==> src/rtl/pipe_stage_reg_pkg.sv <==
// Shared definitions for the pipeline stage register family: FSM state
// encoding, default stage field widths and statistics counter width.
package pipe_pkg;

    localparam int RD_W      = 5;
    localparam int XLEN      = 32;
    localparam int MEM_WB_DW = RD_W + 2 * XLEN;
    localparam int STAT_W    = 16;

    typedef enum logic [1:0] {
        ST_EMPTY = 2'd0,
        ST_FULL  = 2'd1,
        ST_SKID  = 2'd2
    } pipe_state_e;

endpackage

==> src/rtl/pipe_stage_reg_if.sv <==
// Upstream/downstream handshake bundle of one pipeline stage boundary.
// slave: the stage register itself; master: the surrounding logic driving it.
interface pipe_stage_reg_if
    import pipe_pkg::*;
#(
    parameter int CTRL_W = 2,
    parameter int DATA_W = MEM_WB_DW
);
    logic              in_valid;
    logic              in_ready;
    logic [CTRL_W-1:0] in_ctrl;
    logic [DATA_W-1:0] in_data;
    logic              out_valid;
    logic              out_ready;
    logic [CTRL_W-1:0] out_ctrl;
    logic [DATA_W-1:0] out_data;

    modport slave (
        input  in_valid, in_ctrl, in_data, out_ready,
        output in_ready, out_valid, out_ctrl, out_data
    );

    modport master (
        output in_valid, in_ctrl, in_data, out_ready,
        input  in_ready, out_valid, out_ctrl, out_data
    );
endinterface

==> src/rtl/pipe_stage_reg_slot.sv <==
// One storage entry of a stage register: valid and control bits are cleared
// by reset and by clear; the data field has no reset and only loads on load.
module pipe_slot
    import pipe_pkg::*;
#(
    parameter int CTRL_W = 2,
    parameter int DATA_W = MEM_WB_DW
) (
    input  logic              clk,
    input  logic              reset_n,
    input  logic              load_i,
    input  logic              clear_i,
    input  logic [CTRL_W-1:0] ctrl_i,
    input  logic [DATA_W-1:0] data_i,
    output logic              valid_o,
    output logic [CTRL_W-1:0] ctrl_o,
    output logic [DATA_W-1:0] data_o
);
    logic              valid_q;
    logic [CTRL_W-1:0] ctrl_q;
    logic [DATA_W-1:0] data_q;

    // Valid and control: clear wins over load so a squash never leaves stale ctrl.
    always_ff @(posedge clk or negedge reset_n) begin
        if (!reset_n) begin
            valid_q <= 1'b0;
            ctrl_q  <= '0;
        end else if (clear_i) begin
            valid_q <= 1'b0;
            ctrl_q  <= '0;
        end else if (load_i) begin
            valid_q <= 1'b1;
            ctrl_q  <= ctrl_i;
        end
    end

    // Data field: no reset, enabled only by the load strobe.
    always_ff @(posedge clk) begin
        if (load_i) begin
            data_q <= data_i;
        end
    end

    assign valid_o = valid_q;
    assign ctrl_o  = ctrl_q;
    assign data_o  = data_q;
endmodule

==> src/rtl/pipe_stage_reg.sv <==
// Pipeline stage register with valid/ready handshake, synchronous flush and
// an optional second (skid) entry selected by SKID. With SKID=1 in_ready is
// a register; with SKID=0 it is combinational from out_ready.
// Optional statistics counters are built when PIPE_STAGE_STATS_EN is defined.
module pipe_stage_reg
    import pipe_pkg::*;
#(
    parameter int CTRL_W = 2,
    parameter int DATA_W = MEM_WB_DW,
    parameter int SKID   = 1
) (
    input  logic                 clk,
    input  logic                 reset_n,
    input  logic                 flush,
    pipe_stage_reg_if.slave      bus
`ifdef PIPE_STAGE_STATS_EN
    ,
    output logic [STAT_W-1:0]    stall_cnt,
    output logic [STAT_W-1:0]    flush_cnt
`endif
);
    pipe_state_e       st_q, st_d;
    logic              rdy_q, rdy_d;
    logic              accept, consume;

    logic              main_vld, skid_vld;
    logic [CTRL_W-1:0] main_ctrl, skid_ctrl;
    logic [DATA_W-1:0] main_data, skid_data;
    logic              main_load, main_clr, skid_load, skid_clr;
    logic [CTRL_W-1:0] main_ctrl_d;
    logic [DATA_W-1:0] main_data_d;

    assign bus.in_ready = (SKID != 0) ? rdy_q : (bus.out_ready | ~main_vld);
    assign accept       = bus.in_valid & bus.in_ready;
    assign consume      = main_vld & bus.out_ready;

    // Main slot refills from the skid entry whenever one is waiting.
    assign main_ctrl_d  = skid_vld ? skid_ctrl : bus.in_ctrl;
    assign main_data_d  = skid_vld ? skid_data : bus.in_data;

    // Next-state and slot enables; flush overrides every transfer.
    always_comb begin
        st_d      = st_q;
        main_load = 1'b0;
        main_clr  = 1'b0;
        skid_load = 1'b0;
        skid_clr  = 1'b0;
        if (flush) begin
            st_d     = ST_EMPTY;
            main_clr = 1'b1;
            skid_clr = 1'b1;
        end else begin
            case (st_q)
                ST_EMPTY: begin
                    if (accept) begin
                        main_load = 1'b1;
                        st_d      = ST_FULL;
                    end
                end
                ST_FULL: begin
                    if (accept && consume) begin
                        main_load = 1'b1;
                    end else if (accept) begin
                        skid_load = 1'b1;
                        st_d      = ST_SKID;
                    end else if (consume) begin
                        main_clr  = 1'b1;
                        st_d      = ST_EMPTY;
                    end
                end
                ST_SKID: begin
                    if (consume) begin
                        main_load = 1'b1;
                        skid_clr  = 1'b1;
                        st_d      = ST_FULL;
                    end
                end
                default: begin
                    st_d = ST_EMPTY;
                end
            endcase
        end
        rdy_d = (st_d != ST_SKID);
    end

    // State and registered in_ready; ready is high out of reset.
    always_ff @(posedge clk or negedge reset_n) begin
        if (!reset_n) begin
            st_q  <= ST_EMPTY;
            rdy_q <= 1'b1;
        end else begin
            st_q  <= st_d;
            rdy_q <= rdy_d;
        end
    end

    pipe_slot #(
        .CTRL_W (CTRL_W),
        .DATA_W (DATA_W)
    ) u_main (
        .clk     (clk),
        .reset_n (reset_n),
        .load_i  (main_load),
        .clear_i (main_clr),
        .ctrl_i  (main_ctrl_d),
        .data_i  (main_data_d),
        .valid_o (main_vld),
        .ctrl_o  (main_ctrl),
        .data_o  (main_data)
    );

    if (SKID != 0) begin : g_skid
        pipe_slot #(
            .CTRL_W (CTRL_W),
            .DATA_W (DATA_W)
        ) u_skid (
            .clk     (clk),
            .reset_n (reset_n),
            .load_i  (skid_load),
            .clear_i (skid_clr),
            .ctrl_i  (bus.in_ctrl),
            .data_i  (bus.in_data),
            .valid_o (skid_vld),
            .ctrl_o  (skid_ctrl),
            .data_o  (skid_data)
        );
    end else begin : g_noskid
        assign skid_vld  = 1'b0;
        assign skid_ctrl = '0;
        assign skid_data = '0;
    end

    assign bus.out_valid = main_vld;
    assign bus.out_ctrl  = main_ctrl;
    assign bus.out_data  = main_data;

`ifdef PIPE_STAGE_STATS_EN
    logic [STAT_W-1:0] stall_q, flush_q;

    function automatic logic [STAT_W-1:0] sat_inc(input logic [STAT_W-1:0] v);
        return (v == {STAT_W{1'b1}}) ? v : v + 1'b1;
    endfunction

    // Saturating event counters, cleared only by reset.
    always_ff @(posedge clk or negedge reset_n) begin
        if (!reset_n) begin
            stall_q <= '0;
            flush_q <= '0;
        end else begin
            if (main_vld && !bus.out_ready) begin
                stall_q <= sat_inc(stall_q);
            end
            if (flush && (main_vld || skid_vld)) begin
                flush_q <= sat_inc(flush_q);
            end
        end
    end

    assign stall_cnt = stall_q;
    assign flush_cnt = flush_q;
`endif
endmodule

==> src/flat_wrapper.sv <==
// flat-port wrapper written by rule: the top's interface ports become plain ports
module pipe_stage_reg_flat import pipe_pkg::*;
#(
    parameter int CTRL_W = 2,
    parameter int DATA_W = MEM_WB_DW,
    parameter int SKID   = 1
)
  (clk, reset_n, flush, bus_in_valid, bus_in_ctrl, bus_in_data, bus_out_ready, bus_in_ready, bus_out_valid, bus_out_ctrl, bus_out_data);
  pipe_stage_reg_if #(.CTRL_W(CTRL_W), .DATA_W(DATA_W)) bus_i ();
  input  logic clk;
  input  logic reset_n;
  input  logic flush;
  input wire logic [$bits(bus_i.in_valid)-1:0] bus_in_valid;
  input wire logic [$bits(bus_i.in_ctrl)-1:0] bus_in_ctrl;
  input wire logic [$bits(bus_i.in_data)-1:0] bus_in_data;
  input wire logic [$bits(bus_i.out_ready)-1:0] bus_out_ready;
  output wire logic [$bits(bus_i.in_ready)-1:0] bus_in_ready;
  output wire logic [$bits(bus_i.out_valid)-1:0] bus_out_valid;
  output wire logic [$bits(bus_i.out_ctrl)-1:0] bus_out_ctrl;
  output wire logic [$bits(bus_i.out_data)-1:0] bus_out_data;
  assign bus_i.in_valid = bus_in_valid;
  assign bus_i.in_ctrl = bus_in_ctrl;
  assign bus_i.in_data = bus_in_data;
  assign bus_i.out_ready = bus_out_ready;
  assign bus_in_ready = bus_i.in_ready;
  assign bus_out_valid = bus_i.out_valid;
  assign bus_out_ctrl = bus_i.out_ctrl;
  assign bus_out_data = bus_i.out_data;
  pipe_stage_reg #(.CTRL_W(CTRL_W), .DATA_W(DATA_W), .SKID(SKID)) u_core (.clk(clk), .reset_n(reset_n), .flush(flush), .bus(bus_i));
endmodule
==> config.mk <==
export PLATFORM = sky130hd
export DESIGN_NAME = pipe_stage_reg_flat
export DESIGN_NICKNAME = d
export VERILOG_FILES = /design/src/rtl/pipe_stage_reg_pkg.sv /design/src/rtl/pipe_stage_reg_if.sv /design/src/rtl/pipe_stage_reg_slot.sv /design/src/rtl/pipe_stage_reg.sv /design/src/flat_wrapper.sv
export SDC_FILE = /design/constraint.sdc
export NUM_CORES = 1
export LEC_CHECK = 0
export BUFFER_PORTS_ARGS = -buffer_cell sky130_fd_sc_hd__buf_2
export CORE_MARGIN = 3
export CORE_UTILIZATION = 40
export DETAILED_ROUTE_END_ITERATION = 10
export GPL_ROUTABILITY_DRIVEN = 0
export GPL_TIMING_DRIVEN = 0
export SLEW_MARGIN = 0
export SYNTH_ARGS = -nofsm -noshare
export SYNTH_HDL_FRONTEND = slang
export SYNTH_SLANG_ARGS = --single-unit
==> constraint.sdc <==
create_clock -name clk -period 4.6 [get_ports clk]
set_input_delay 0.46 -clock clk [delete_from_list [all_inputs] [get_ports clk]]
set_output_delay 0.46 -clock clk [all_outputs]
set_load 0.02 [all_outputs]
==> key figures, run 1 <==
Outcome
  • Status: finished clean

Power and ir drop
  • P_int: 0.00263 W
  • Combinational share of power: 9.0%
  • Peak VDD IR: 0.000271 V
  • Share of power burned in registers: 47.4%
  • Psw: 0.000689 W
  • Leakage: 2.69 nW
  • Sw Ratio: 20.8%
  • Clock Power Share: 43.6%
  • Pwr per Cell Area: 465 mW/mm^2

Detailed routing
  • DR vias: 2981
  • First-pass detailed-route iteration total: 4
  • Drt wl/cell: 16.6 um
  • Post-Route WL: 10.4 mm
  • # DRC: 0
  • Drt via density: 4.79
  • Final ANT Viol Nets: 0
  • Initial DRC Count: 240

STA
  • Tcrit/Tclk final: 45.3%
  • Max Transition Viols Final: 0
  • Fin Hold WS: 0.233 ns
  • Final setup vio count: 0
  • Final worst slack: 2.52 ns
  • Fmax: 480 MHz
  • Hold Fails Final Rpt: 0
  • RSZ-0062 raised after global routing: false
  • Worst Clk Skew: 0.00581 ns
  • Rel. slew slack: 67.3%
  • Fin crit period: 2.08 ns
  • Slew at the pin closest to its max-slew limit: 0.491 ns

Global routing
  • First-pass GRT wire length: 16.3 mm
  • Number of global-route vias before repair: 3161
  • Largest net degree at the start of global routing: 41
  • Remaining Overflow, GRT: 0
  • Overall routing resource usage: 14.5%
  • Initial antenna violation count: 0

Layout
  • Area of the multi-input gates: 0.00106 mm^2
  • Fill count: 1125
  • # diodes: 0
  • Share of layout cells above drive strength 1: 59.4%
  • Area grow syn2layout: 30.4%
  • Most frequent cells in the layout: buf_2, edfxtp_1, mux2_2
  • Most common cell after layout, fill and taps aside: buf_2
  • Post-Route Utilization: 53.8%
  • Reg area: 0.00437 mm^2
  • Layout net count: 509
  • Post-Layout Inst Area: 0.00715 mm^2

Clock network
  • Later-pin clock latency in the skew report: 0.41 ns
  • # resized after CTS: 0
  • CTS tree: yes
  • CTS Buffer Depth: 2
  • Clock Tree Root: clkbuf_16
  • Clk sinks: 147
  • Reg clk slew, reported paths: 0.06 ns
  • H-tree Lvls: 4
  • TritonCTS Buffers: 17

Yosys
  • Post-synth cell types: 28
  • Cell count after synthesis: 263
  • Area leader, netlist: edfxtp_1
  • Syn nets: 339
  • Post-synthesis compound-gate area fraction: 2.05%
  • Register area share after synthesis: 79.7%
  • Synth Area in XOR/XNOR: 0%
  • Multiplexer share of the synthesized area: 14.9%
  • Yosys reg bits: 147
  • Simple-Gate Fraction of Synth Area: 2.19%
  • Adder-cell area share of the yosys netlist: 0%
  • Synth area leaders: edfxtp_1, mux2_2, dfrtp_1
  • Area share of the largest cell type after synthesis: 75.6%
  • Synth Cell Area: 0.00548 mm^2
  • Synth warnings: 0
  • Main combinational cell family by area after synthesis: multiplexers
  • Post-Syn Area per Cell: 20.8 um^2

Die
  • Site Rows: 42
  • Die width: 123 um
  • Core area: 0.0133 mm^2
  • I/O pin cnt: 149
  • Die H: 123 um
  • Initial core utilization: 41.2%
  • Die area: 0.0151 mm^2

Critical path
  • Arr. time, crit path: 2.19 ns
  • CP Launch Point: u_core.st_q[0]
  • Crit. End Element: flop
  • Worst Setup Path Type: flop to flop
  • Worst-path fanout max: 30
  • Startpoint types: flop
  • Worst path required time: 4.70 ns
  • RR Startpoint: u_core.st_q[0]

Worst hold path
  • Hold Crit Class: input pin to flop
  • Worst hold path startpoint: bus_in_data[63]

Placed design
  • Cell Area, Placed: 0.00651 mm^2
  • # port buffers: 147
  • Dpl ws: 2.41 ns
  • Post-DP HPWL: 7.06 mm

Job
  • Max-cap check violation count: 0
[power groups by stage]
stage          Sequential [W]  Combinational, W  Clock [W]
2_1_floorplan         0.00167          0.000112          0
3_3_place_gp          0.00161          0.000284          0
3_5_place_dp          0.00160          0.000304          0
4_1_cts               0.00158          0.000306    0.00149
5_1_grt               0.00158          0.000326    0.00155
6_report              0.00158          0.000298    0.00145
[final timing paths]
| check | to | slack (ns) | cells after the start |
|---|---|---|---|
| setup / recovery | u_core.u_main.data_o[8] | 2.52 | 5 |
| min in group asynchronous | u_core.u_main.valid_o | 0.44 | 2 |
| hold / removal | u_core.g_skid.u_skid.data_o[63] | 0.23 | 1 |
| hold reg to reg | u_core.g_skid.u_skid.ctrl_o[1] | 0.51 | 1 |
| setup reg to reg | u_core.u_main.data_o[8] | 2.52 | 5 |
| max in group asynchronous | u_core.bus.in_ready | 3.90 | 2 |
[Yosys cell counts]
cell type,n
buf_6,1
a21oi_1,4
and2_1,1
nand3b_1,1
or2_2,2
a211oi_2,1
nand3_1,1
buf_2,9
inv_1,1
mux2_2,69
edfxtp_1,138
a22o_1,2
and4b_2,1
and2_4,1
nor3_1,1
o21ai_0,4
nor2_1,4
a311oi_1,1
mux2i_1,4
a221oi_4,1
dfrtp_1,8
nor2b_1,2
and4_2,1
o21a_1,1
nand4b_1,1
and4b_4,1
nand2_1,1
dfstp_2,1
[logic make-up (layout without fill, tap and decap cells)]
| family | after synthesis | count (layout) |
|---|---|---|
| compound gates | 14 | 14 |
| buf+inv | 11 | 194 |
| mux | 73 | 73 |
| flops | 147 | 147 |
| simple gates | 18 | 18 |
[through the flow]
stage	power [W]	instances	TNS, ns
final	0.00332	622	0
after global routing	0.00345	622	0
after CTS	0.00337	622	0
after detailed placement	0.00191	589	0
after global placement	0.00190	586	-105.60
after floorplan	0.00178	263	0
[critical path, cell delays in order (launching register included)]
cell and delay, ns:
dfrtp_1 0.44, and4b_4 0.41, a221oi_4 0.07, nor2_4 0.34
buf_12 0.26, buf_12 0.24
[what timing repair did]
action	4_1_cts	5_1_grt
setup buffers	0	0
hold buffers	1	0
hold endpoints to repair	8	0
[area by class of cell]
type	count	share of cell area, %
clock inverters	12	2.61
inverters	1	0.0525
well taps	176	3.08
flip-flops and latches	147	61.2
multi-input cells	105	14.8
plain buffers	10	0.788
repair buffers	151	11.4
clock buffers	20	6.11
[state kept, by name (all words and copies together), names as in the netlist]
signal and count:
u_core.g_skid.u_skid.ctrl_o 2, u_core.u_main.data_o 69, u_core.bus.in_ready 1, u_core.u_main.ctrl_o 2
u_core.g_skid.u_skid.valid_o 1, u_core.u_main.valid_o 1, u_core.st_q 2, u_core.g_skid.u_skid.data_o 69
[per-layer routing]
| metal | part of all wire, % | routed length [um] | up-vias | global-route usage (%) |
|---|---|---|---|---|
| met5 | 0 | 0 | - | 0 |
| met4 | 1.1 | 115 | 0 | 5.40 |
| met3 | 7.8 | 803 | 9 | 6.31 |
| met2 | 50 | 5200 | 98 | 23.3 |
| met1 | 41 | 4230 | 1485 | 17.3 |
| li1 | - | - | 1389 | - |
Note: power is estimated with default switching activity, not from simulation.
==> run 2, diff against run 1 <==
--- a/config.mk
+++ b/config.mk
@@ -5,6 +5,7 @@
 export SDC_FILE = /design/constraint.sdc
 export NUM_CORES = 1
 export LEC_CHECK = 0
+export ABC_AREA = 1
 export BUFFER_PORTS_ARGS = -buffer_cell sky130_fd_sc_hd__buf_2
 export CORE_MARGIN = 3
 export CORE_UTILIZATION = 40
==> constraint.sdc (replaced) <==
create_clock -name clk -period 2.1 [get_ports clk]
set_input_delay 0.21 -clock clk [delete_from_list [all_inputs] [get_ports clk]]
set_output_delay 0.21 -clock clk [all_outputs]
set_load 0.02 [all_outputs]
==> run 2 against run 1 <==
- setup slack lost 2.4 ns
- combinational power grew to 2.5 times the previous value
- global-route usage increased by 1.9 points
- via count rose by 29%
- critical endpoint is now u_core.g_skid.u_skid.data_o[35]
- final area up 8.2%
- routed wire length increased by 17%
- fmax rose by 7.3%
- synthesized cell count grew 60%
- register-to-register slack got worse by 2.4 ns
==> key figures, run 2 <==
Yosys
  • Cell with the most instances after synthesis: nand2_1
  • Yosys reg bits: 147 (unchanged)
  • Post-synth cell types: 21 (-25%)
  • Synth warnings: 0 (unchanged)
  • Register area share after synthesis: 79.5% (-0.24 points)
  • Syn nets: 498 (+47%)
  • Post-synth EDFFs: 138 (unchanged)
  • Top cells by instance count after synthesis: nand2_1, edfxtp_1, buf_4
  • Primary FF master, synth: edfxtp_1
  • Async set-or-reset flop fraction in the synthesized netlist: 6.12% (unchanged)
  • Area share of the largest cell type after synthesis: 75.4% (-0.22 points)
  • Post-Syn Area per Cell: 13.0 um^2 (-37%)
  • Synth area leaders: edfxtp_1, nand2_1, dfrtp_1
  • Synth Cell Area: 0.00550 mm^2 (+0.30%)
  • Cell count after synthesis: 422 (+60%)
  • Area leader, netlist: edfxtp_1

Global routing
  • Number of global-route vias before repair: 3825 (+21%)
  • First-pass GRT wire length: 18.6 mm (+14%)
  • Initial antenna violation count: 0 (unchanged)
  • Overall routing resource usage: 16.4% (+1.9 points)
  • Largest net degree at the start of global routing: 72 (+76%)
  • Remaining Overflow, GRT: 0 (unchanged)

Layout
  • Most frequent cells in the layout: nand2_1, buf_2, edfxtp_1
  • Reg area: 0.00437 mm^2 (unchanged)
  • Most common cell after layout, fill and taps aside: nand2_1
  • # diodes: 0 (unchanged)
  • Fill count: 1120 (-0.44%)
  • Layout net count: 736 (+45%)
  • Area of the multi-input gates: 991 um^2 (-6.5%)
  • Area grow syn2layout: 40.6%
  • Share of layout cells above drive strength 1: 31.0% (-28 points)
  • Post-Route Utilization: 57.9% (+4.2 points)

Die
  • Die width: 123 um (+0.14%)
  • Core area: 0.0133 mm^2 (+0.39%)
  • I/O pin cnt: 149 (unchanged)
  • Die area: 0.0152 mm^2 (+0.28%)
  • Initial core utilization: 41.2% (about the same)
  • Site Rows: 42 (unchanged)
  • Die H: 123 um (+0.14%)

Detailed routing
  • Drt wl/cell: 14.3 um (-14%)
  • DR vias: 3835 (+29%)
  • Initial DRC Count: 264 (+10%)
  • Post-Route WL: 12.1 mm (+17%)
  • Drt via density: 4.52 (-5.6%)
  • # DRC: 0 (unchanged)
  • First-pass detailed-route iteration total: 5 (+1)
  • Final ANT Viol Nets: 0 (unchanged)

STA
  • Worst Clk Skew: 0.0188 ns (+0.0130 ns)
  • Final worst slack: 0.158 ns (-2.36 ns)
  • Hold Fails Final Rpt: 0 (unchanged)
  • RSZ-0062 raised after global routing: false
  • Fmax: 515 MHz (+7.3%)
  • Max Transition Viols Final: 0 (unchanged)
  • Slew at the pin closest to its max-slew limit: 0.947 ns (+0.456 ns)
  • Rel. slew slack: 36.9% (-30 points)
  • Fin crit period: 1.94 ns (-0.142 ns)
  • Final setup vio count: 0 (unchanged)
  • Tcrit/Tclk final: 92.5% (+47 points)

Power and ir drop
  • Pwr per Cell Area: 911 mW/mm^2 (+96%)
  • Peak VDD IR: 0.000489 V (+81%)
  • Leakage: 3.35 nW (+25%)

Placed design
  • Dpl ws: 0.181 ns (-2.23 ns)
  • # port buffers: 148 (+0.68%)
  • Post-DP HPWL: 7.39 mm (+4.6%)

Job
  • Max-cap check violation count: 0 (unchanged)

Critical path
  • Crit. End Element: flop
  • Worst Setup Path Type: flop to flop
  • Arr. time, crit path: 2.04 ns (-0.15 ns)
  • Startpoint types: flop
  • Worst path required time: 2.19 ns (-2.51 ns)
  • Worst-path fanout max: 38 (+27%)

Clock network
  • CTS tree: yes
  • H-tree Lvls: 4 (unchanged)
  • CTS Buffer Depth: 2 (unchanged)
  • Clock Tree Root: clkbuf_16
  • Clk sinks: 147 (unchanged)
  • TritonCTS Buffers: 17 (unchanged)
  • Reg clk slew, reported paths: 0.06 ns (about the same)
  • Later-pin clock latency in the skew report: 0.42 ns (about the same)

Worst hold path
  • Hold Crit Class: input pin to flop

Outcome
  • Status: finished clean
==> run 2: area by class of cell <==
| class | instances | share of cell area (%) |
|---|---|---|
| multi-input cells | 251 | 12.8 |
| clock inverters | 12 | 1.51 |
| well taps | 176 | 2.85 |
| inverters | 9 | 0.518 |
| clock buffers | 19 | 5.60 |
| flip-flops and latches | 147 | 56.5 |
| plain buffers | 15 | 1.26 |
| repair buffers | 219 | 18.9 |
==> run 2: per-layer routing <==
layer / GRT usage, % / part of all wire [%] / vias to the layer above
met1: 21.1 / 45 / 1790
li1: - / - / 1891
met3: 4.16 / 5.6 / 13
met2: 26.3 / 48 / 141
met5: 0 / 0 / -
met4: 7.06 / 1.4 / 0
==> run 2: metrics by stage <==
stage          hold WS (ns)  instance area (um^2)  TNS [ns]  std cells  power [W]
3_5_place_dp         0.0779                  6480         0        747    0.00417
6_report             0.0160                  7730         0        848    0.00704
3_3_place_gp         0.0727                  6460    -24.30        746    0.00415
4_1_cts             0.00997                  7730         0        848    0.00711
2_1_floorplan       -0.0856                  5500         0        422    0.00389
5_1_grt              0.0315                  7730         0        848    0.00733
==> run 2: worst paths after layout <==
kind	from	cells after the start	end	slack, ns
max	u_core.bus.in_ready	5	u_core.g_skid.u_skid.data_o[35]	0.16
min	bus_in_ctrl[0]	3	u_core.g_skid.u_skid.ctrl_o[0]	0.02
max reg2reg	u_core.bus.in_ready	5	u_core.g_skid.u_skid.data_o[35]	0.16
min reg2reg	u_core.g_skid.u_skid.ctrl_o[0]	2	u_core.g_skid.u_skid.ctrl_o[0]	0.51
max in group asynchronous	reset_n	2	u_core.bus.in_ready	1.68
min in group asynchronous	reset_n	2	u_core.u_main.valid_o	0.17
==> run 2: logic make-up (layout without fill, tap and decap cells) <==
logic type	count (synthesis)	after routing	share of synthesized area [%]
AO/OA/AOI/OAI	5	5	0.569
flip-flops	147	147	79.5
AND/OR/NAND/NOR	246	246	17.5
buffers and inverters	24	274	2.46
==> run 2: worst max-delay path: stages, from the launching register on <==
cell and delay [ns]:
dfstp_2 0.55, nand3_2 0.09, nor2_1 0.14, nand2_2 0.13, inv_4 0.38, buf_12 0.30
==> run 2: where the power goes <==
part           switching (W)  internal [W]  total, W
Sequential         0.0000468       0.00342   0.00346
Combinational       0.000460      0.000286  0.000747
Clock                0.00111       0.00172   0.00283
Total                0.00162       0.00542   0.00704
==> run 2: timing repair <==
action / in CTS / in global routing
resized for setup: 0 / 0
hold endpoints to repair: 78 / 0
hold buffers: 70 / 0
setup buffers: 0 / 0
